--- src/rtl/serial_sub_pkg.sv ---
// Shared types and defaults for the bit-serial subtractor.
// Optional feature macro used by the top: SERIAL_SUB_SIGNED_OVF_EN.
package serial_sub_pkg;

   typedef enum logic [1:0] {
      IDLE  = 2'd0,
      SHIFT = 2'd1,
      DONE  = 2'd2
   } sub_state_t;

   localparam int SUB_WIDTH_DEFAULT = 8;

endpackage

--- src/rtl/serial_sub_bit.sv ---
// One-bit full subtractor: d = x - y - bin, bnext is the borrow out.
module serial_sub_bit (
   input  logic x,
   input  logic y,
   input  logic bin,
   output logic d,
   output logic bnext
);

   always_comb begin
      d     = x ^ y ^ bin;
      bnext = (~x & y) | (~(x ^ y) & bin);
   end

endmodule

--- src/rtl/serial_subtractor.sv ---
// Bit-serial A - B, LSB first, one bit per clock through one full-subtractor cell.
// Define SERIAL_SUB_SIGNED_OVF_EN to add the registered two's-complement overflow output ovf.
module serial_subtractor
   import serial_sub_pkg::*;
#(
   parameter int WIDTH = SUB_WIDTH_DEFAULT
) (
   input  logic             clk,
   input  logic             rst,
   input  logic             start,
   input  logic [WIDTH-1:0] a,
   input  logic [WIDTH-1:0] b,
   output logic             busy,
   output logic             done,
   output logic [WIDTH-1:0] diff,
   output logic             bout
`ifdef SERIAL_SUB_SIGNED_OVF_EN
   ,
   output logic             ovf
`endif
);

   localparam int CW = $clog2(WIDTH);

   sub_state_t       state_q, state_d;
   logic [WIDTH-1:0] ra_q, ra_d;
   logic [WIDTH-1:0] rb_q, rb_d;
   logic [WIDTH-1:0] diff_q, diff_d;
   logic [CW-1:0]    cnt_q, cnt_d;
   logic             br_q, br_d;
   logic             bout_q, bout_d;
   logic             busy_q, busy_d;
   logic             done_q, done_d;
   logic             d_bit, b_next;

`ifdef SERIAL_SUB_SIGNED_OVF_EN
   logic             a_msb_q, a_msb_d;
   logic             b_msb_q, b_msb_d;
   logic             ovf_q, ovf_d;
`endif

   serial_sub_bit u_bit (
      .x     (ra_q[0]),
      .y     (rb_q[0]),
      .bin   (br_q),
      .d     (d_bit),
      .bnext (b_next)
   );

   always_comb begin
      state_d = state_q;
      ra_d    = ra_q;
      rb_d    = rb_q;
      diff_d  = diff_q;
      cnt_d   = cnt_q;
      br_d    = br_q;
      bout_d  = bout_q;
      busy_d  = busy_q;
      done_d  = 1'b0;
`ifdef SERIAL_SUB_SIGNED_OVF_EN
      a_msb_d = a_msb_q;
      b_msb_d = b_msb_q;
      ovf_d   = ovf_q;
`endif
      case (state_q)
         IDLE: begin
            if (start) begin
               ra_d    = a;
               rb_d    = b;
               br_d    = 1'b0;
               cnt_d   = '0;
               busy_d  = 1'b1;
               state_d = SHIFT;
`ifdef SERIAL_SUB_SIGNED_OVF_EN
               a_msb_d = a[WIDTH-1];
               b_msb_d = b[WIDTH-1];
`endif
            end
         end
         SHIFT: begin
            diff_d = {d_bit, diff_q[WIDTH-1:1]};
            ra_d   = ra_q >> 1;
            rb_d   = rb_q >> 1;
            br_d   = b_next;
            cnt_d  = cnt_q + CW'(1);
            if (cnt_q == CW'(WIDTH - 1)) begin
               bout_d  = b_next;
               done_d  = 1'b1;
               state_d = DONE;
`ifdef SERIAL_SUB_SIGNED_OVF_EN
               // d_bit is the final difference MSB on this cycle
               ovf_d   = (a_msb_q ^ b_msb_q) & (d_bit ^ a_msb_q);
`endif
            end
         end
         DONE: begin
            busy_d  = 1'b0;
            state_d = IDLE;
         end
         default: begin
            busy_d  = 1'b0;
            state_d = IDLE;
         end
      endcase
   end

   always_ff @(posedge clk) begin
      if (rst) begin
         state_q <= IDLE;
         ra_q    <= '0;
         rb_q    <= '0;
         diff_q  <= '0;
         cnt_q   <= '0;
         br_q    <= 1'b0;
         bout_q  <= 1'b0;
         busy_q  <= 1'b0;
         done_q  <= 1'b0;
`ifdef SERIAL_SUB_SIGNED_OVF_EN
         a_msb_q <= 1'b0;
         b_msb_q <= 1'b0;
         ovf_q   <= 1'b0;
`endif
      end else begin
         state_q <= state_d;
         ra_q    <= ra_d;
         rb_q    <= rb_d;
         diff_q  <= diff_d;
         cnt_q   <= cnt_d;
         br_q    <= br_d;
         bout_q  <= bout_d;
         busy_q  <= busy_d;
         done_q  <= done_d;
`ifdef SERIAL_SUB_SIGNED_OVF_EN
         a_msb_q <= a_msb_d;
         b_msb_q <= b_msb_d;
         ovf_q   <= ovf_d;
`endif
      end
   end

   assign busy = busy_q;
   assign done = done_q;
   assign diff = diff_q;
   assign bout = bout_q;
`ifdef SERIAL_SUB_SIGNED_OVF_EN
   assign ovf  = ovf_q;
`endif

endmodule

--- config.mk ---
export PLATFORM = sky130hd
export DESIGN_NAME = serial_subtractor
export DESIGN_NICKNAME = d
export VERILOG_FILES = /design/src/rtl/serial_sub_pkg.sv /design/src/rtl/serial_sub_bit.sv /design/src/rtl/serial_subtractor.sv
export SDC_FILE = /design/constraint.sdc
export NUM_CORES = 1
export LEC_CHECK = 0
export BUFFER_PORTS_ARGS = -buffer_cell sky130_fd_sc_hd__buf_2
export CAP_MARGIN = 30
export CORE_MARGIN = 2
export CORE_UTILIZATION = 45
export CTS_CLUSTER_DIAMETER = 120
export DETAILED_ROUTE_END_ITERATION = 10
export PLACE_DENSITY_LB_ADDON = 0.05
export SETUP_SLACK_MARGIN = 0.05
export SLEW_MARGIN = 5
export SYNTH_ARGS = -nofsm -noshare
export SYNTH_HDL_FRONTEND = slang
export SYNTH_HIERARCHICAL = 1
export SYNTH_SLANG_ARGS = --single-unit
--- constraint.sdc ---
create_clock -name clk -period 3.82 [get_ports clk]
set_clock_uncertainty 0.15 [all_clocks]
set_input_delay 0.764 -clock clk [delete_from_list [all_inputs] [get_ports clk]]
set_output_delay 0.764 -clock clk [all_outputs]
set_load 0.02 [all_outputs]
Yosys cells after proc, flatten, opt, wreduce, memory -nomap -nowiden:

Index checks and enable logic that the tools add are counted.

* register bits after elaboration: 33
* bits in latches: 0
* RAM bits: 0
* memory bits (read-only): 0
* bits of input ports: 19
* output and inout port bits: 11
* logic and storage cells: 43
* memories kept: 0

* add/sub/neg operators: 1
* multiply operators: 0
* div/mod/pow operators: 0
* $lt $le $gt $ge: 0
* equal/unequal tests: 4
* shifts and indexed selects: 0
* muxes and demuxes: 14
* bitwise operators: 8
* reduce and logical (&&, ||, !) cells: 7

Operators by type and width (count)
* $pmux W8 S2: 2
* $mux W8: 2
* $reduce_and A2 Y1: 4
* $pmux W3 S2: 1
* $mux W2: 2
* $ne A2 B2 Y1 const B: 2
* $pmux W1 S2: 2
* $pmux W2 S2: 1
* $add A3 B1 Y3 const B: 1
* $eq A3 B3 Y1 const B: 1
* $mux W1: 3
* $mux W3: 1
* $not A1 Y1: 3
* $and A1 B1 Y1: 2
* $eq A2 B1 Y1 const B: 1
* $logic_not A2 Y1: 1
* $reduce_bool A2 Y1: 1
* $reduce_or A2 Y1: 1
* $xor A1 B1 Y1: 2
* $or A1 B1 Y1: 1

Longest topological paths before layout:

* depth after elaboration: 5
* mapped depth: 6
* depth with buffers taken out: 5

Cells and area by module:

Netlist, hierarchy kept.

Modules (own cells, without submodules)
* serial_subtractor: times used 1, cells an instance 143, area an instance 1341.3 um2, sequential area each 660.6 um2
* serial_sub_bit: times used 1, cells an instance 4, area an instance 31.3 um2, sequential area each 0.0 um2

Least setup slack after synthesis:

OpenSTA, ideal clock, no wires.

* path type: input port to flip-flop
* start point: input start
* end point: register ra_q[0]
* setup time: 0.119 ns
* arrival: 1.446 ns
* setup slack: 2.105 ns
* cell stages on the path: 4
* path buffers: 1
* cell sequence: nor2b_2 > nand2b_1 > buf_4 > o221a_2

* longest elaborated chain between the ends: 2

Ends and longest elaborated chain
* from (decl): line serial_subtractor.sv:10 `input logic start,`
* $ne A2 B2 Y1 (no source line)
* $reduce_and A2 Y1 (no source line)
* to (signal assigned): line serial_subtractor.sv:125 `ra_q <= ra_d;`
* to (decl): line serial_subtractor.sv:26 `logic [WIDTH-1:0] ra_q, ra_d;`

Every way passes these cells.
A chain may end at the register's enable or synchronous reset.

Worst setup path after layout:

* start point: register diff_q[6] (netlist: diff[6])
* end point: output diff[6]

RTL lines
* from (decl): line serial_subtractor.sv:28 `logic [WIDTH-1:0] diff_q, diff_d;`
* from (signal assigned): line serial_subtractor.sv:127 `diff_q <= diff_d;`
* to (decl): line serial_subtractor.sv:15 `output logic [WIDTH-1:0] diff,`

No word-level cell between the ends.

==> flow_summary.json <==
{
  "yosysMostFrequentCell": "dfxtp_1",
  "synthTopCellsByArea": "dfxtp_1, o221a_2, a21oi_1, inv_1, nand2_1",
  "synth_nets": 169,
  "portBuffers": 29,
  "antenna_found_initial": 0,
  "synth.area.mux_share_pct": 0.7293,
  "post-route-min-period_ns": 1.774,
  "status": "completed",
  "netlist_top_cells_count": "dfxtp_1, a21oi_1, inv_1",
  "use_met3_pct": 5.895,
  "routed_wl_um": 2692,
  "ys_ff_latch": 33,
  "cts_setup_buffers": 0,
  "viasPerCell": 5.220,
  "globalRouteMet1Util_pct": 21.10,
  "ioPinCount": 30,
  "critPathMaxFanout": 3,
  "maxCapViolations": 0,
  "fin_area_um2": 1529,
  "post_cts_resized": 0,
  "synth_edf_count": 0,
  "synth_xor_area_share_pct": 0,
  "drc_errors": 0,
  "drtIter0Drc": 35,
  "holdPathStages": 2,
  "power_density_nw_per_um2": 430.2,
  "cp_slowest_cell": "dfxtp_1",
  "r2r_slack_ns": 2.17,
  "ir_worst_vdd_v": 0.0002078,
  "hold_path_end": "diff[6]$_SDFFE_PP0N_",
  "antenna_left": 0,
  "synth_area_leader_cell": "dfxtp_1",
  "crit_type": "flip-flop to output port",
  "ys_types": 27,
  "clock_latency_ns": 0.33,
  "setup_slack_ns": 2.046,
  "fin_crit_sh_pct": 46.44,
  "clkSinkCount": 33,
  "yosys.area_share.simple_pct": 12.94,
  "cp_cell_sequence": "buf_2",
  "htree_levels": 2,
  "globalplace.congestion": 0.6835,
  "synth_compound_area_share_pct": 23.79,
  "grt_max_degree": 34,
  "wl_per_cell_um": 13.13,
  "dp_slack_ns": 1.774,
  "yosysWarnings": 6,
  "synth_ff_type": "dfxtp_1",
  "rsz0062_at_grt": "false",
  "hp-start": "diff[7]$_SDFFE_PP0N_",
  "n_antenna_cell": 0,
  "cpLargestDelayFamily": "flip-flops",
  "grt.total_usage_pct": 17.21,
  "grt-ovfl-total": 0,
  "startpoint_type": "flip-flop",
  "crit_start": "diff[6]$_SDFFE_PP0N_",
  "final_nets": 194,
  "power.leakage_nw": 0.6527,
  "cts.clk_slew.worst_paths_ns": 0.10,
  "die_x_um": 59.23,
  "async_flop_share_pct": 0,
  "fillers": 312,
  "fin_setup_tns_ns": 0,
  "synth_seq_area_share_pct": 48.13,
  "area_growth_pct": 11.40,
  "endpoint_kind": "output port",
  "stdcell_count": 205,
  "crit-reg2reg-launch": "state_q[0]$_SDFFE_PP0P_",
  "vias": 1070,
  "dr.pass1.iters": 4,
  "yosys.area.top_type_share_pct": 48.13,
  "syn-cell-area_um2": 1373,
  "ctsHoldBuffers": 0,
  "synth_top_family_by_area": "compound AO/OA/AOI/OAI gates",
  "syn_avg_cell_area_um2": 9.337,
  "holdCritPathClass": "flip-flop to flip-flop",
  "synth_fa_ha_area_share_pct": 3.282,
  "maxSlewHeadroom_pct": 58.86,
  "use_met2_pct": 26.84,
  "place_hpwl_um": 1810,
  "hold_viol": 0,
  "cts_buffers": 5,
  "die-area_um2": 3508,
  "finalSetupViolCount": 0,
  "clockRootBuffer": "clkbuf_4",
  "coreArea_um2": 2978,
  "worst_ep_required_time_ns": 2.91,
  "placed_area_um2": 1474,
  "reg2reg_to": "ra_q[3]$_SDFFE_PP0P_",
  "grt.busiest_layer": "met2",
  "path_buf_inv": 1,
  "initial_core_util_pct": 46.09,
  "rows": 20,
  "cts_buffer_depth": 2,
  "crit_arrival_ns": 0.86,
  "max_freq_mhz": 563.7,
  "r2r_cells": 3,
  "die_y_um": 59.23,
  "grt_pass1_wl_um": 4422,
  "dp_cells": 198,
  "cts_tree": "done",
  "grt_pass1_vias": 1026,
  "drive_gt1_share_pct": 31.40,
  "worstMarginPinSlew_ns": 0.6158,
  "syn_inst": 147,
  "slowest_delay_ns": 0.36,
  "maxSlewViolCount": 0
}
[stage by stage]
stage / util, % / hold slack [ns] / power, mW
finish: 51.34 / 0.3065 / 0.6577
detailed placement: 49.50 / 0.3067 / 0.4684
global placement: 49.50 / 0.2882 / 0.4650
global route: 51.34 / 0.3393 / 0.6921
CTS: 51.34 / 0.3126 / 0.6656
floorplan: - / 0.3154 / 0.4525
[routing by layer]
metal,wire [µm],up-vias
met2,1261,23
met1,1229,492
li1,-,549
met5,0,-
met3,152,6
met4,49,0
[worst max-delay path by stage]
stage	end	slack [ns]	cells past startpoint
final	diff[6]	2.05	1
after global routing	diff[7]	1.98	1
after CTS	diff[2]	2.02	1
after detailed placement	ra_q[5]$_SDFFE_PP0P_	1.77	4
after global placement	rb_q[3]$_SDFFE_PP0P_	1.82	4
after floorplan	ra_q[0]$_SDFFE_PP0P_	2.11	4
[cells by family (layout without fill, tap and decap cells)]
group / Yosys count / count (layout)
mux: 1 / 1
compound gates: 44 / 44
flops: 33 / 33
fa+ha+maj: 3 / 3
simple gates: 37 / 37
buf+inv: 29 / 54
[state kept, by name, indices dropped and copies added, names as in the netlist]
signal   count
busy         1
br_q         1
bout         1
cnt_q        3
ra_q         8
diff         8
done         1
state_q      2
rb_q         8
[cell type report]
type                       instances  area [µm²]  area share (%)
clock buffer                       7       55.05           3.601
inverter                          18       67.56           4.419
sequential                        33       660.6           43.21
multi-input combinational         85       559.3           36.58
tap                               33       41.29           2.700
timing repair buffer              29       145.1           9.493
[worst min-delay path, cell delays in order (launching register included)]
cell     delay (ns)
dfxtp_1        0.33
nand2_1        0.05
a21oi_1        0.05
[placed cells by master (no fill, tap or decap), types with 2 or more instances in the layout]
cell type  instances
clkbuf_4           5
nand2b_1           2
dfxtp_1           33
nand2_1           17
a21oi_1           23
inv_1             18
nor3_1             2
ha_1               2
o221a_2           14
nor2_1            10
buf_2             29
a22oi_1            5
[report_power, final]
part / internal (mW) / total (mW) / switching, mW
clock: 0.0869 / 0.198 / 0.111
combinational: 0.0365 / 0.0819 / 0.0454
sequential: 0.364 / 0.378 / 0.0131
total: 0.488 / 0.658 / 0.170
Note: power is estimated with default switching activity, not from simulation.
